## config.mk

```make
export PLATFORM = sky130hd
export DESIGN_NAME = mat4_result_streamer
export DESIGN_NICKNAME = d
export VERILOG_FILES = /design/src/rtl/mat4_result_streamer.sv
export SDC_FILE = /design/constraint.sdc
export NUM_CORES = 1
export LEC_CHECK = 0
export BUFFER_PORTS_ARGS = -buffer_cell sky130_fd_sc_hd__buf_2
export CORE_UTILIZATION = 40
export CTS_CLUSTER_DIAMETER = 40
export CTS_CLUSTER_SIZE = 10
export DETAILED_ROUTE_END_ITERATION = 8
export GPL_ROUTABILITY_DRIVEN = 0
export MAX_ROUTING_LAYER = met4
export SYNTH_ARGS = -nofsm -noshare
export SYNTH_HDL_FRONTEND = slang
export SYNTH_SLANG_ARGS = --single-unit
```

## constraint.sdc

```tcl
create_clock -name clk -period 3 [get_ports clk]
set_input_delay 0.3 -clock clk [delete_from_list [all_inputs] [get_ports clk]]
set_output_delay 0.3 -clock clk [all_outputs]
set_load 0.03 [all_outputs]
```

## src/rtl/mat4_result_streamer.sv

```systemverilog
`default_nettype none
// ============================================================================
//  Module      : mat4_result_streamer
//  Description : Captures one packed 4x4 matrix and replays it one element per
//                beat as a tagged valid/ready stream (row- or column-major).
//  Revision    : 1.0 - initial release
// ============================================================================
module mat4_result_streamer #(
  parameter int ELEM_W = 8
) (
  input  logic                  clk,
  input  logic                  rst_n,
  input  logic [16*ELEM_W-1:0]  in_mat,
  input  logic                  in_colmaj,
  input  logic                  in_valid,
  output logic                  in_ready,
  output logic [ELEM_W-1:0]     out_data,
  output logic [1:0]            out_row,
  output logic [1:0]            out_col,
  output logic                  out_last,
  output logic                  out_valid,
  input  logic                  out_ready,
  output logic                  busy,
  output logic [7:0]            mat_count
);

  typedef enum logic [0:0] {
    ST_IDLE   = 1'b0,
    ST_STREAM = 1'b1
  } state_t;

  state_t                 r_state;
  state_t                 w_state_nxt;
  logic [16*ELEM_W-1:0]   r_mat;
  logic                   r_colmaj;
  logic [3:0]             r_idx;
  logic [7:0]             r_count;

  logic [ELEM_W-1:0]      w_elems [16];
  logic [1:0]             w_row;
  logic [1:0]             w_col;
  logic                   w_last;
  logic                   w_xfer;
  logic                   w_accept;

  // Element [i][j] sits at flat position 4i+j, counted from the MSB end.
  generate
    for (genvar e = 0; e < 16; e++) begin : g_unpack
      assign w_elems[e] = r_mat[16*ELEM_W-1-ELEM_W*e -: ELEM_W];
    end
  endgenerate

  assign w_row     = r_colmaj ? r_idx[1:0] : r_idx[3:2];
  assign w_col     = r_colmaj ? r_idx[3:2] : r_idx[1:0];
  assign w_last    = (r_idx == 4'd15);

  assign out_valid = (r_state == ST_STREAM);
  assign out_data  = w_elems[{w_row, w_col}];
  assign out_row   = w_row;
  assign out_col   = w_col;
  assign out_last  = out_valid & w_last;
  assign busy      = (r_state == ST_STREAM);
  assign mat_count = r_count;

  // out_ready reaches in_ready combinationally so a new matrix can follow the
  // final beat without a bubble.
  assign w_xfer    = out_valid & out_ready;
  assign in_ready  = (r_state == ST_IDLE) | (w_xfer & w_last);
  assign w_accept  = in_valid & in_ready;

  always_ff @(posedge clk or negedge rst_n) begin
    if (!rst_n) begin
      r_state <= ST_IDLE;
    end else begin
      r_state <= w_state_nxt;
    end
  end

  always_comb begin
    w_state_nxt = r_state;
    case (r_state)
      ST_IDLE: begin
        if (w_accept) w_state_nxt = ST_STREAM;
      end
      ST_STREAM: begin
        if (w_xfer && w_last && !w_accept) w_state_nxt = ST_IDLE;
      end
      default: w_state_nxt = ST_IDLE;
    endcase
  end

  always_ff @(posedge clk or negedge rst_n) begin
    if (!rst_n) begin
      r_mat    <= '0;
      r_colmaj <= 1'b0;
      r_idx    <= 4'd0;
      r_count  <= 8'd0;
    end else begin
      if (w_accept) begin
        r_mat    <= in_mat;
        r_colmaj <= in_colmaj;
        r_idx    <= 4'd0;
      end else if (w_xfer) begin
        r_idx    <= r_idx + 4'd1;
      end
      if (w_xfer && w_last) begin
        r_count  <= r_count + 8'd1;
      end
    end
  end

endmodule
`default_nettype wire
```

==> impl_results.html <==
<table>
<tr><th>Metric</th><th>Value</th></tr>
<tr><th colspan="2">STA</th></tr>
<tr><td>Slew headroom</td><td>0.537</td></tr>
<tr><td>Number of slew-limit violations in the final report</td><td>0</td></tr>
<tr><td>Period Utilization, post-route</td><td>0.989</td></tr>
<tr><td>Tmin final</td><td>2.97 ns</td></tr>
<tr><td>Clock Skew</td><td>0.00908 ns</td></tr>
<tr><td>Worst-Margin Slew</td><td>0.695 ns</td></tr>
<tr><td>Number of hold violations in the final report</td><td>0</td></tr>
<tr><td>Setup violations, final</td><td>0</td></tr>
<tr><td>Final sum of negative setup slack</td><td>0 ns</td></tr>
<tr><td>Highest Clock Rate</td><td>337 MHz</td></tr>
<tr><th colspan="2">Place</th></tr>
<tr><td>Port Buffer Count</td><td>156</td></tr>
<tr><td>Hpwl dp</td><td>12000 um</td></tr>
<tr><td>Cell Area, Placed</td><td>0.00755 mm^2</td></tr>
<tr><th colspan="2">Die</th></tr>
<tr><td>Core region area</td><td>0.0159 mm^2</td></tr>
<tr><td>DIE HEIGHT</td><td>130 um</td></tr>
<tr><td>Top Ports</td><td>157</td></tr>
<tr><td>Count of standard-cell rows</td><td>46</td></tr>
<tr><td>Initial cell density of the core</td><td>0.410</td></tr>
<tr><td>Floorplan die width</td><td>130 um</td></tr>
<tr><td>Die area</td><td>0.0169 mm^2</td></tr>
<tr><th colspan="2">Setup path</th></tr>
<tr><td>Worst Setup End Kind</td><td>output port</td></tr>
<tr><td>Cell with the biggest individual delay on the critical path</td><td>or4_1</td></tr>
<tr><td>Critical path data arrival time</td><td>2.67 ns</td></tr>
<tr><td>Type of the worst setup path</td><td>reg2out</td></tr>
<tr><td>WP buf/inv</td><td>3</td></tr>
<tr><td>Instance count on the critical path</td><td>7</td></tr>
<tr><td>Worst path cell trace</td><td>mux2_4 -&gt; buf_12 -&gt; buf_12 -&gt; mux2i_1 -&gt; o22ai_1 -&gt; or4_1 -&gt; buf_2</td></tr>
<tr><td>Worst-path fanout max</td><td>6</td></tr>
<tr><td>Critical path required time</td><td>2.70 ns</td></tr>
<tr><td>Depth of the worst register-to-register path</td><td>5</td></tr>
<tr><td>Family with the most delay on the worst path</td><td>multiplexers</td></tr>
<tr><td>Crit path largest cell delay</td><td>0.55 ns</td></tr>
<tr><td>Critical Path Most Common Cell</td><td>buf_12</td></tr>
<tr><td>Nature of the critical path startpoint</td><td>flip-flop</td></tr>
<tr><th colspan="2">Synth</th></tr>
<tr><td>Number of storage elements in the synthesis netlist</td><td>142</td></tr>
<tr><td>Number of warning messages in the yosys log</td><td>0</td></tr>
<tr><td>Post-synthesis instance area</td><td>0.00654 mm^2</td></tr>
<tr><td>Number of flops mapped to enable cells by yosys</td><td>0</td></tr>
<tr><td>Distinct cell type count after synthesis</td><td>36</td></tr>
<tr><td>Sequential fraction of the synthesis area</td><td>0.543</td></tr>
<tr><td>Post-synth net total</td><td>606</td></tr>
<tr><td>Syn Inst Count</td><td>471</td></tr>
<tr><td>Main synth FF type</td><td>dfrtp_1</td></tr>
<tr><td>Mean cell area of the mapped netlist</td><td>13.9 um^2</td></tr>
<tr><td>Ys async rst share</td><td>1.00</td></tr>
<tr><th colspan="2">Global route</th></tr>
<tr><td>Antenna violations before repair</td><td>0</td></tr>
<tr><td>Wire length of the first global-routing pass</td><td>24800 um</td></tr>
<tr><td>GRT Total Usage</td><td>0.208</td></tr>
<tr><td>Largest net degree at the start of global routing</td><td>76</td></tr>
<tr><td>Vias in the first global route</td><td>4591</td></tr>
<tr><td>Overflow after GRT</td><td>0</td></tr>
<tr><th colspan="2">Clock network</th></tr>
<tr><td>Maximum clock path buffer count</td><td>2</td></tr>
<tr><td>Clock tree sinks</td><td>142</td></tr>
<tr><td>Total CTS buffers</td><td>17</td></tr>
<tr><td>TritonCTS clock tree</td><td>done</td></tr>
<tr><td>Total number of H-tree levels</td><td>4</td></tr>
<tr><td>Clock input transition at the sequential cells of the worst setup and hold paths</td><td>0.06 ns</td></tr>
<tr><td>Worst-Skew Late Latency</td><td>0.42 ns</td></tr>
<tr><td>Clock root cell</td><td>clkbuf_16</td></tr>
<tr><th colspan="2">Drt</th></tr>
<tr><td>Wire length after detailed routing</td><td>16600 um</td></tr>
<tr><td>Number of remaining DRC errors</td><td>0</td></tr>
<tr><td>Mean routed wirelength per cell</td><td>19.2 um</td></tr>
<tr><td>First-pass iteration count of the detailed router</td><td>4</td></tr>
<tr><td>Via/cell ratio</td><td>5.19</td></tr>
<tr><td>Number of vias after detailed routing</td><td>4481</td></tr>
<tr><td>Antenna-violating nets left</td><td>0</td></tr>
<tr><td>Number of design-rule violations left by the first detailed-router iteration</td><td>259</td></tr>
<tr><th colspan="2">Final layout</th></tr>
<tr><td>Diodes inserted</td><td>0</td></tr>
<tr><td>Share of layout cells above drive strength 1</td><td>0.532</td></tr>
<tr><td>Final cell area excluding filler cells</td><td>0.00836 mm^2</td></tr>
<tr><td>Final layout net count</td><td>769</td></tr>
<tr><td>Layout overhead on the synthesized area</td><td>27.8%</td></tr>
<tr><td>End-of-flow core utilization</td><td>0.525</td></tr>
<tr><th colspan="2">Hold path</th></tr>
<tr><td>Hold Path Cell Cnt</td><td>2</td></tr>
<tr><td>Class of the tightest hold or removal check</td><td>in2reg</td></tr>
<tr><th colspan="2">Run status</th></tr>
<tr><td>Status</td><td>complete, no violations</td></tr>
<tr><th colspan="2">Power and ir drop</th></tr>
<tr><td>Power density over cell area</td><td>1190 mW/mm^2</td></tr>
<tr><td>Leak Pwr</td><td>3.90 nW</td></tr>
<tr><td>Worst vdd ir</td><td>0.546 mV</td></tr>
<tr><th colspan="2">Run</th></tr>
<tr><td>Number of max-cap violations</td><td>0</td></tr>
</table>
## kinds of logic after synthesis
| group | synth area share |
|---|---|
| adder cells (fa/ha/maj) | 0.00382 |
| AO/OA/AOI/OAI | 0.0396 |
| XOR/XNOR | 0.0134 |
| flip-flops | 0.543 |
| buffers and inverters | 0.0302 |
| multiplexers | 0.329 |
| AND/OR/NAND/NOR | 0.0407 |
## final cells by class
class                   count  area (um^2)
fillers                  1426         7580
multi-input cells         296         2810
clock inverters            14          241
flip-flops and latches    142         3560
inverters                   5         18.8
repair buffers            172         1040
well taps                 216          270
clock buffers              18          429
## placed cells by master, fill, tap and decap left out, types with 4 or more instances in the layout
master,instances
buf_12,6
buf_2,155
buf_4,6
bufinv_16,6
clkbuf_16,19
clkinvlp_4,4
dfrtp_1,138
dfrtp_2,4
inv_1,5
mux2_2,131
mux2i_1,61
nand2_1,11
nand3_1,7
nor2_1,6
o22ai_1,31
or4_1,7
xnor2_1,6
xor2_1,4
## layer usage
metal  global-route usage  routed length [um]
met5                    -                   0
met4               0.0780                 371
met3               0.0476                 831
met2                0.334                8260
met1                0.255                7110
## cell usage after synthesis, types with 2 or more instances
cell / n / area (um^2)
and3_1: 3 / 18.8
buf_2: 10 / 50.1
buf_4: 12 / 90.1
buf_6: 2 / 22.5
clkbuf_1: 2 / 7.51
dfrtp_1: 142 / 3550
ha_1: 2 / 25.0
inv_1: 5 / 18.8
mux2_2: 131 / 1480
mux2i_1: 64 / 641
nand2_1: 11 / 41.3
nand2b_1: 3 / 18.8
nand3_1: 7 / 35.0
nand4_1: 3 / 18.8
nor2_1: 6 / 22.5
o21ai_0: 3 / 15.0
o22ai_1: 31 / 194
o32a_1: 2 / 20.0
or4_1: 7 / 52.6
xnor2_1: 6 / 52.6
xor2_1: 4 / 35.0
## flip-flops by register name (all words and copies together) (netlist names)
signal     flops
mat_count      8
busy           1
r_idx          4
r_mat        128
r_colmaj       1
## per-stage QoR
step                setup slack, ns  std cells  hold WS [ns]  power [mW]
floorplan                     0.492        471       0.00441        6.08
global placement              0.470        824         0.367        7.19
detailed placement            0.408        824         0.369        7.29
CTS                         0.00497        857        0.0658        9.73
global route               -0.00318        863        0.0768        10.5
finish                       0.0319        863        0.0801        9.93
## worst paths after layout
path	startpoint	endpoint	slack, ns
max	r_colmaj	out_data[0]	0.03
min	in_valid	busy	0.08
max reg2reg	r_idx[2]	r_mat[62]	0.55
min reg2reg	mat_count[7]	mat_count[7]	0.47
max in group asynchronous	rst_n	r_mat[73]	1.62
min in group asynchronous	rst_n	mat_count[7]	0.46
## where the power goes
group | total (mW) | switching [mW] | internal, mW
clock | 2.39 | 0.828 | 1.56
sequential | 3.38 | 0.568 | 2.81
combinational | 4.17 | 2.16 | 2.01
total | 9.93 | 3.55 | 6.38
## what timing repair did
| item | CTS | global route |
|---|---|---|
| gates cloned | 0 | 2 |
| setup endpoints to repair | 3 | 4 |
| buffers inserted | 0 | 4 |
| resized for setup | 4 | 4 |
| hold buffers | 1 | 0 |
| hold endpoints to repair | 72 | 0 |
(Power assumes the default switching activity.)
